[config.mk]
export PLATFORM = sky130hd
export DESIGN_NAME = screen_scanout
export DESIGN_NICKNAME = d
export VERILOG_FILES = /design/src/rtl/screen_scanout.sv
export SDC_FILE = /design/constraint.sdc
export NUM_CORES = 1
export LEC_CHECK = 0
export ABC_CLOCK_PERIOD_IN_PS = 3600
export CAP_MARGIN = 20
export CORE_MARGIN = 1
export CORE_UTILIZATION = 60
export DETAILED_ROUTE_END_ITERATION = 10
export GPL_ROUTABILITY_DRIVEN = 1
export HOLD_SLACK_MARGIN = 0.15
export PLACE_DENSITY_LB_ADDON = 0.15
export SETUP_SLACK_MARGIN = 0.2
export SYNTH_ARGS = -nofsm -noshare
export SYNTH_HDL_FRONTEND = slang
export SYNTH_SLANG_ARGS = --single-unit
[constraint.sdc]
create_clock -name clock -period 3.6 [get_ports clock]
set_input_delay 0.36 -clock clock [delete_from_list [all_inputs] [get_ports clock]]
set_output_delay 0.36 -clock clock [all_outputs]
set_load 0.03 [all_outputs]
[src/rtl/screen_scanout.sv]
// Raster scanner: walks the screen RAM row-major and serialises each 16-bit word into a 1-pixel/cycle stream.
// Optional frame counter port is built when SCREEN_SCANOUT_FRAME_COUNT_EN is defined.
module screen_scanout #(
    parameter int WORDS_PER_LINE = 32,
    parameter int LINES          = 256,
    parameter int HBLANK         = 16,
    parameter int VBLANK         = 1024
) (
    input  logic        clock,
    input  logic        reset,
    input  logic        enable,
    input  logic [15:0] mem_data,
    output logic [12:0] mem_address,
    output logic        pixel,
    output logic        pixel_valid,
    output logic        line_start,
    output logic        frame_start,
    output logic        in_vblank
`ifdef SCREEN_SCANOUT_FRAME_COUNT_EN
    ,
    output logic [15:0] frame_count
`endif
);

    localparam int WW        = (WORDS_PER_LINE > 1) ? $clog2(WORDS_PER_LINE) : 1;
    localparam int LW        = (LINES > 1) ? $clog2(LINES) : 1;
    localparam int BLANK_MAX = (HBLANK > VBLANK) ? HBLANK : VBLANK;
    localparam int BW        = $clog2(BLANK_MAX + 1) + 1;

    localparam logic [WW-1:0] WORD_LAST = WW'(WORDS_PER_LINE - 1);
    localparam logic [LW-1:0] LINE_LAST = LW'(LINES - 1);
    localparam logic [BW-1:0] HB_LAST   = BW'((HBLANK > 0) ? HBLANK - 1 : 0);
    localparam logic [BW-1:0] VB_LAST   = BW'((VBLANK > 0) ? VBLANK - 1 : 0);

    localparam logic [1:0] S_IDLE   = 2'd0;
    localparam logic [1:0] S_ACTIVE = 2'd1;
    localparam logic [1:0] S_HBLANK = 2'd2;
    localparam logic [1:0] S_VBLANK = 2'd3;

    logic [1:0]    state_reg, state_next;
    logic [3:0]    bit_reg, bit_next;
    logic [WW-1:0] word_reg, word_next;
    logic [LW-1:0] line_reg, line_next;
    logic [BW-1:0] blank_reg, blank_next;
    logic [12:0]   addr_reg, addr_next;
    logic [14:0]   shift_reg, shift_next;
    logic          pixel_reg, pixel_next;
    logic          valid_reg, valid_next;
    logic          ls_reg, ls_next;
    logic          fs_reg, fs_next;
    logic          to_vblank;
    logic          frame_done;

    always_comb begin
        state_next = state_reg;
        bit_next   = bit_reg;
        word_next  = word_reg;
        line_next  = line_reg;
        blank_next = blank_reg;
        addr_next  = addr_reg;
        shift_next = shift_reg;
        pixel_next = 1'b0;
        valid_next = 1'b0;
        ls_next    = 1'b0;
        fs_next    = 1'b0;
        to_vblank  = 1'b0;
        frame_done = 1'b0;

        case (state_reg)
            S_IDLE: begin
                bit_next   = '0;
                word_next  = '0;
                line_next  = '0;
                blank_next = '0;
                addr_next  = '0;
                if (enable) state_next = S_ACTIVE;
            end
            S_ACTIVE: begin
                valid_next = 1'b1;
                // Word is captured once at b=0; later RAM writes only show next frame.
                if (bit_reg == 4'd0) begin
                    pixel_next = mem_data[0];
                    shift_next = mem_data[15:1];
                    ls_next    = (word_reg == '0);
                    fs_next    = (word_reg == '0) && (line_reg == '0);
                end else begin
                    pixel_next = shift_reg[0];
                    shift_next = {1'b0, shift_reg[14:1]};
                end
                bit_next = bit_reg + 4'd1;
                if (bit_reg == 4'd15) begin
                    if (word_reg == WORD_LAST) begin
                        word_next = '0;
                        if (line_reg == LINE_LAST) begin
                            line_next = '0;
                            addr_next = '0;
                        end else begin
                            line_next = line_reg + LW'(1);
                            addr_next = addr_reg + 13'd1;
                        end
                        if (HBLANK > 0) begin
                            state_next = S_HBLANK;
                            blank_next = '0;
                        end else if (line_reg == LINE_LAST) begin
                            to_vblank = 1'b1;
                        end
                    end else begin
                        word_next = word_reg + WW'(1);
                        addr_next = addr_reg + 13'd1;
                    end
                end
            end
            S_HBLANK: begin
                if (blank_reg == HB_LAST) begin
                    blank_next = '0;
                    if (line_reg != '0) state_next = S_ACTIVE;
                    else                to_vblank  = 1'b1;
                end else begin
                    blank_next = blank_reg + BW'(1);
                end
            end
            default: begin
                if (blank_reg == VB_LAST) begin
                    blank_next = '0;
                    frame_done = 1'b1;
                    state_next = enable ? S_ACTIVE : S_IDLE;
                end else begin
                    blank_next = blank_reg + BW'(1);
                end
            end
        endcase

        // With no vertical blanking the frame ends where VBLANK would have begun.
        if (to_vblank) begin
            blank_next = '0;
            if (VBLANK > 0) begin
                state_next = S_VBLANK;
            end else begin
                frame_done = 1'b1;
                state_next = enable ? S_ACTIVE : S_IDLE;
            end
        end
    end

    always_ff @(posedge clock) begin
        if (reset) begin
            state_reg <= S_IDLE;
            bit_reg   <= '0;
            word_reg  <= '0;
            line_reg  <= '0;
            blank_reg <= '0;
            addr_reg  <= '0;
            shift_reg <= '0;
            pixel_reg <= 1'b0;
            valid_reg <= 1'b0;
            ls_reg    <= 1'b0;
            fs_reg    <= 1'b0;
        end else begin
            state_reg <= state_next;
            bit_reg   <= bit_next;
            word_reg  <= word_next;
            line_reg  <= line_next;
            blank_reg <= blank_next;
            addr_reg  <= addr_next;
            shift_reg <= shift_next;
            pixel_reg <= pixel_next;
            valid_reg <= valid_next;
            ls_reg    <= ls_next;
            fs_reg    <= fs_next;
        end
    end

    assign mem_address = addr_reg;
    assign pixel       = pixel_reg;
    assign pixel_valid = valid_reg;
    assign line_start  = ls_reg;
    assign frame_start = fs_reg;
    assign in_vblank   = (state_reg == S_VBLANK);

`ifdef SCREEN_SCANOUT_FRAME_COUNT_EN
    logic [15:0] frame_count_reg;

    always_ff @(posedge clock) begin
        if (reset)           frame_count_reg <= '0;
        else if (frame_done) frame_count_reg <= frame_count_reg + 16'd1;
    end

    assign frame_count = frame_count_reg;
`else
    logic unused_frame_done;
    assign unused_frame_done = frame_done;
`endif

endmodule

==> out/summary.txt <==
outcome: completed
initial drt markers: 109
Int Pwr: 1.48 mW
CTS root buffer: clkbuf_8
Seq/Total Area, Yosys: 0.409
# IOs: 37
CP Cell Sequence: inv_1, ha_1, buf_4, nand4_2, a21o_1, or4b_1, a21oi_1
Post-CTS Resized: 0
Clock Latency Late Sink: 350 ps
Core ar.: 0.00485 mm^2
actual slew at the worst max-slew pin: 710 ps
Worst Setup Slack, final: 1150 ps
proportion of layout cells with a drive suffix above 1: 0.0670
Warnings, synthesis: 0
Hold WC Path Type: reg -> reg
Place WS: 1210 ps
VDD IR max: 0.392 mV
Seq cells post-synth: 63
CP endpoint kind: register
number of port buffers: 36
final hold viol count: 0
# DRC: 0
CP peak stage delay: 520 ps
Post-DP HPWL: 4560 um
cts hold-fix bufs: 0
die width: 73.7 um
synth-to-layout area growth: 21.2%
sequential group share of total power: 0.378
setup TNS: 0 ps
vias in the first global route: 2,451
first-pass iteration count of the detailed router: 4
Clock Sinks: 63
CP Data Required Time: 3880 ps
clk_skew: 12.0 ps
post-CTS setup buffer count: 0
ANT nets after route: 0
cells after synthesis: 348
fraction of registers with async set or reset after synthesis: 0
Clock Tree Buf Depth: 2
crit path max fanout: 41
Psw: 0.717 mW
switching portion of total power: 0.326
global-route usage over all layers: 0.265
fmax: 408 MHz
H-tree depth: 3
RSZ-0062 raised after global routing: false
fin. max-slew vios: 0
synth top area cells: dfxtp_1 (41%), nor2_1 (5.7%), ha_1 (5.3%)
Final nets: 415
via count: 2,621
Yosys cell types: 46
pwr dens: 588 mW/mm^2
top cell type's share of synthesized area: 0.409
part of the cycle the worst path needs: 0.681
GPL Wtd Cong: 0.825
largest net degree at the start of global routing: 42
Starting Density: 0.637
slowest CP cell: or4b_1
clock power share: 0.343
Slew HR: 0.525
number of enable flip-flop cells after synthesis: 0
most common cell in the netlist: dfxtp_1
clock slew at reported path FFs: 70 ps
max cap viols: 0
post-synth top area cell: dfxtp_1
Setup-failing EPs final: 0
mean post-synth cell area: 8.87 um^2
ant diodes: 0
WL final: 6580 um
CTS tree: built
ys flop type: dfxtp_1
Netlist Area Pre-Place: 0.00309 mm^2
leakage power: 1.45 nW
Post-synth top cells: dfxtp_1 (63), nor2_1 (47), nand2_1 (20), a21oi_1 (18), a211oi_1 (17)
Die ar.: 0.00544 mm^2
Comb pwr share: 0.279
Startpoint Class: register
post-layout min period: 2450 ps
first-pass GRT wire length: 10,800 um
Die Y: 73.7 um
Crit Path Class: reg -> reg
CTS Buf Count: 9
antenna violations before repair: 0
net count after synthesis: 380
vias per inst: 5.76
Core Rows: 25
Avg WL per Cell: 14.5 um
grt total ovfl: 0
Arr. time, crit path: 2730 ps
max reg flops: 15
power by group through the flow:
stage | combinational, mW | clock, mW | sequential (mW)
6_report | 0.614 | 0.754 | 0.831
5_1_grt | 0.678 | 0.799 | 0.842
3_5_place_dp | 0.605 | 0 | 0.845
3_3_place_gp | 0.590 | 0 | 0.843
4_1_cts | 0.611 | 0.765 | 0.830
2_1_floorplan | 0.462 | 0 | 0.851
area by class of cell:
class	count	area [um^2]
Multi-Input combinational cell	255	1710
Sequential cell	63	1260
Fill cell	358	1110
Timing Repair Buffer	39	383
Clock buffer	9	124
Clock inverter	7	121
Tap cell	67	83.8
Inverter	15	56.3
cells in the final DEF, fill, tap and decap left out, drive strengths merged, types with 5 or more instances in the layout:
| cell type | count |
|---|---|
| a21oi | 18 |
| nor2 | 47 |
| clkdlybuf4s50 | 36 |
| nand4 | 11 |
| o21ai | 5 |
| inv | 15 |
| mux2i | 16 |
| and3 | 7 |
| and4 | 7 |
| xor2 | 14 |
| nand2 | 20 |
| xnor2 | 11 |
| dfxtp | 63 |
| nor3 | 13 |
| nand3 | 16 |
| ha | 13 |
| clkbuf | 9 |
| a211oi | 17 |
worst paths after layout:
kind | startpoint | end | slack [ps] | depth (start not counted)
setup / recovery | state_reg[1]$_SDFFE_PP0P_ | mem_address[10]$_SDFFE_PP0P_ | 1150 | 7
hold / removal | shift_reg[14]$_SDFFE_PP0P_ | shift_reg[14]$_SDFFE_PP0P_ | 480 | 2
setup reg to reg | state_reg[1]$_SDFFE_PP0P_ | mem_address[10]$_SDFFE_PP0P_ | 1150 | 7
hold reg to reg | shift_reg[14]$_SDFFE_PP0P_ | shift_reg[14]$_SDFFE_PP0P_ | 480 | 2
critical path: cells and delay by family (launching register included):
family,cells,cell delay (ps)
compound gates,2,430
fa+ha+maj,1,330
buf+inv,2,510
flops,1,350
simple gates,2,760
through the flow:
| stage | power, mW | hold slack [ps] | util | std cells | cell area [um^2] |
|---|---|---|---|---|---|
| after floorplan | 1.31 | 441 | - | 348 | 3090 |
| after global placement | 1.43 | 456 | 0.721 | 439 | 3490 |
| final | 2.20 | 481 | 0.771 | 455 | 3740 |
| after detailed placement | 1.45 | 472 | 0.721 | 439 | 3490 |
| after global routing | 2.32 | 509 | 0.771 | 455 | 3740 |
| after CTS | 2.21 | 484 | 0.771 | 455 | 3740 |
layer usage:
layer | share of wire | up-vias | track usage
li1 | - | 1318 | -
met5 | 0 | - | 0
met3 | 0.044 | 10 | 0.0947
met1 | 0.46 | 1233 | 0.322
met2 | 0.49 | 60 | 0.429
met4 | 0.012 | 0 | 0.0983
kinds of logic after synthesis:
kind of cell,count (synthesis),synth area share
muxes,16,0.0519
buffers and inverters,30,0.0389
AOI/OAI and AO/OA,61,0.142
xor gates and xnor gates,25,0.0709
and+or+nand+nor,140,0.235
DFF,63,0.409
adders and majority gates,13,0.0527
Note: power is estimated with default switching activity, not from simulation.
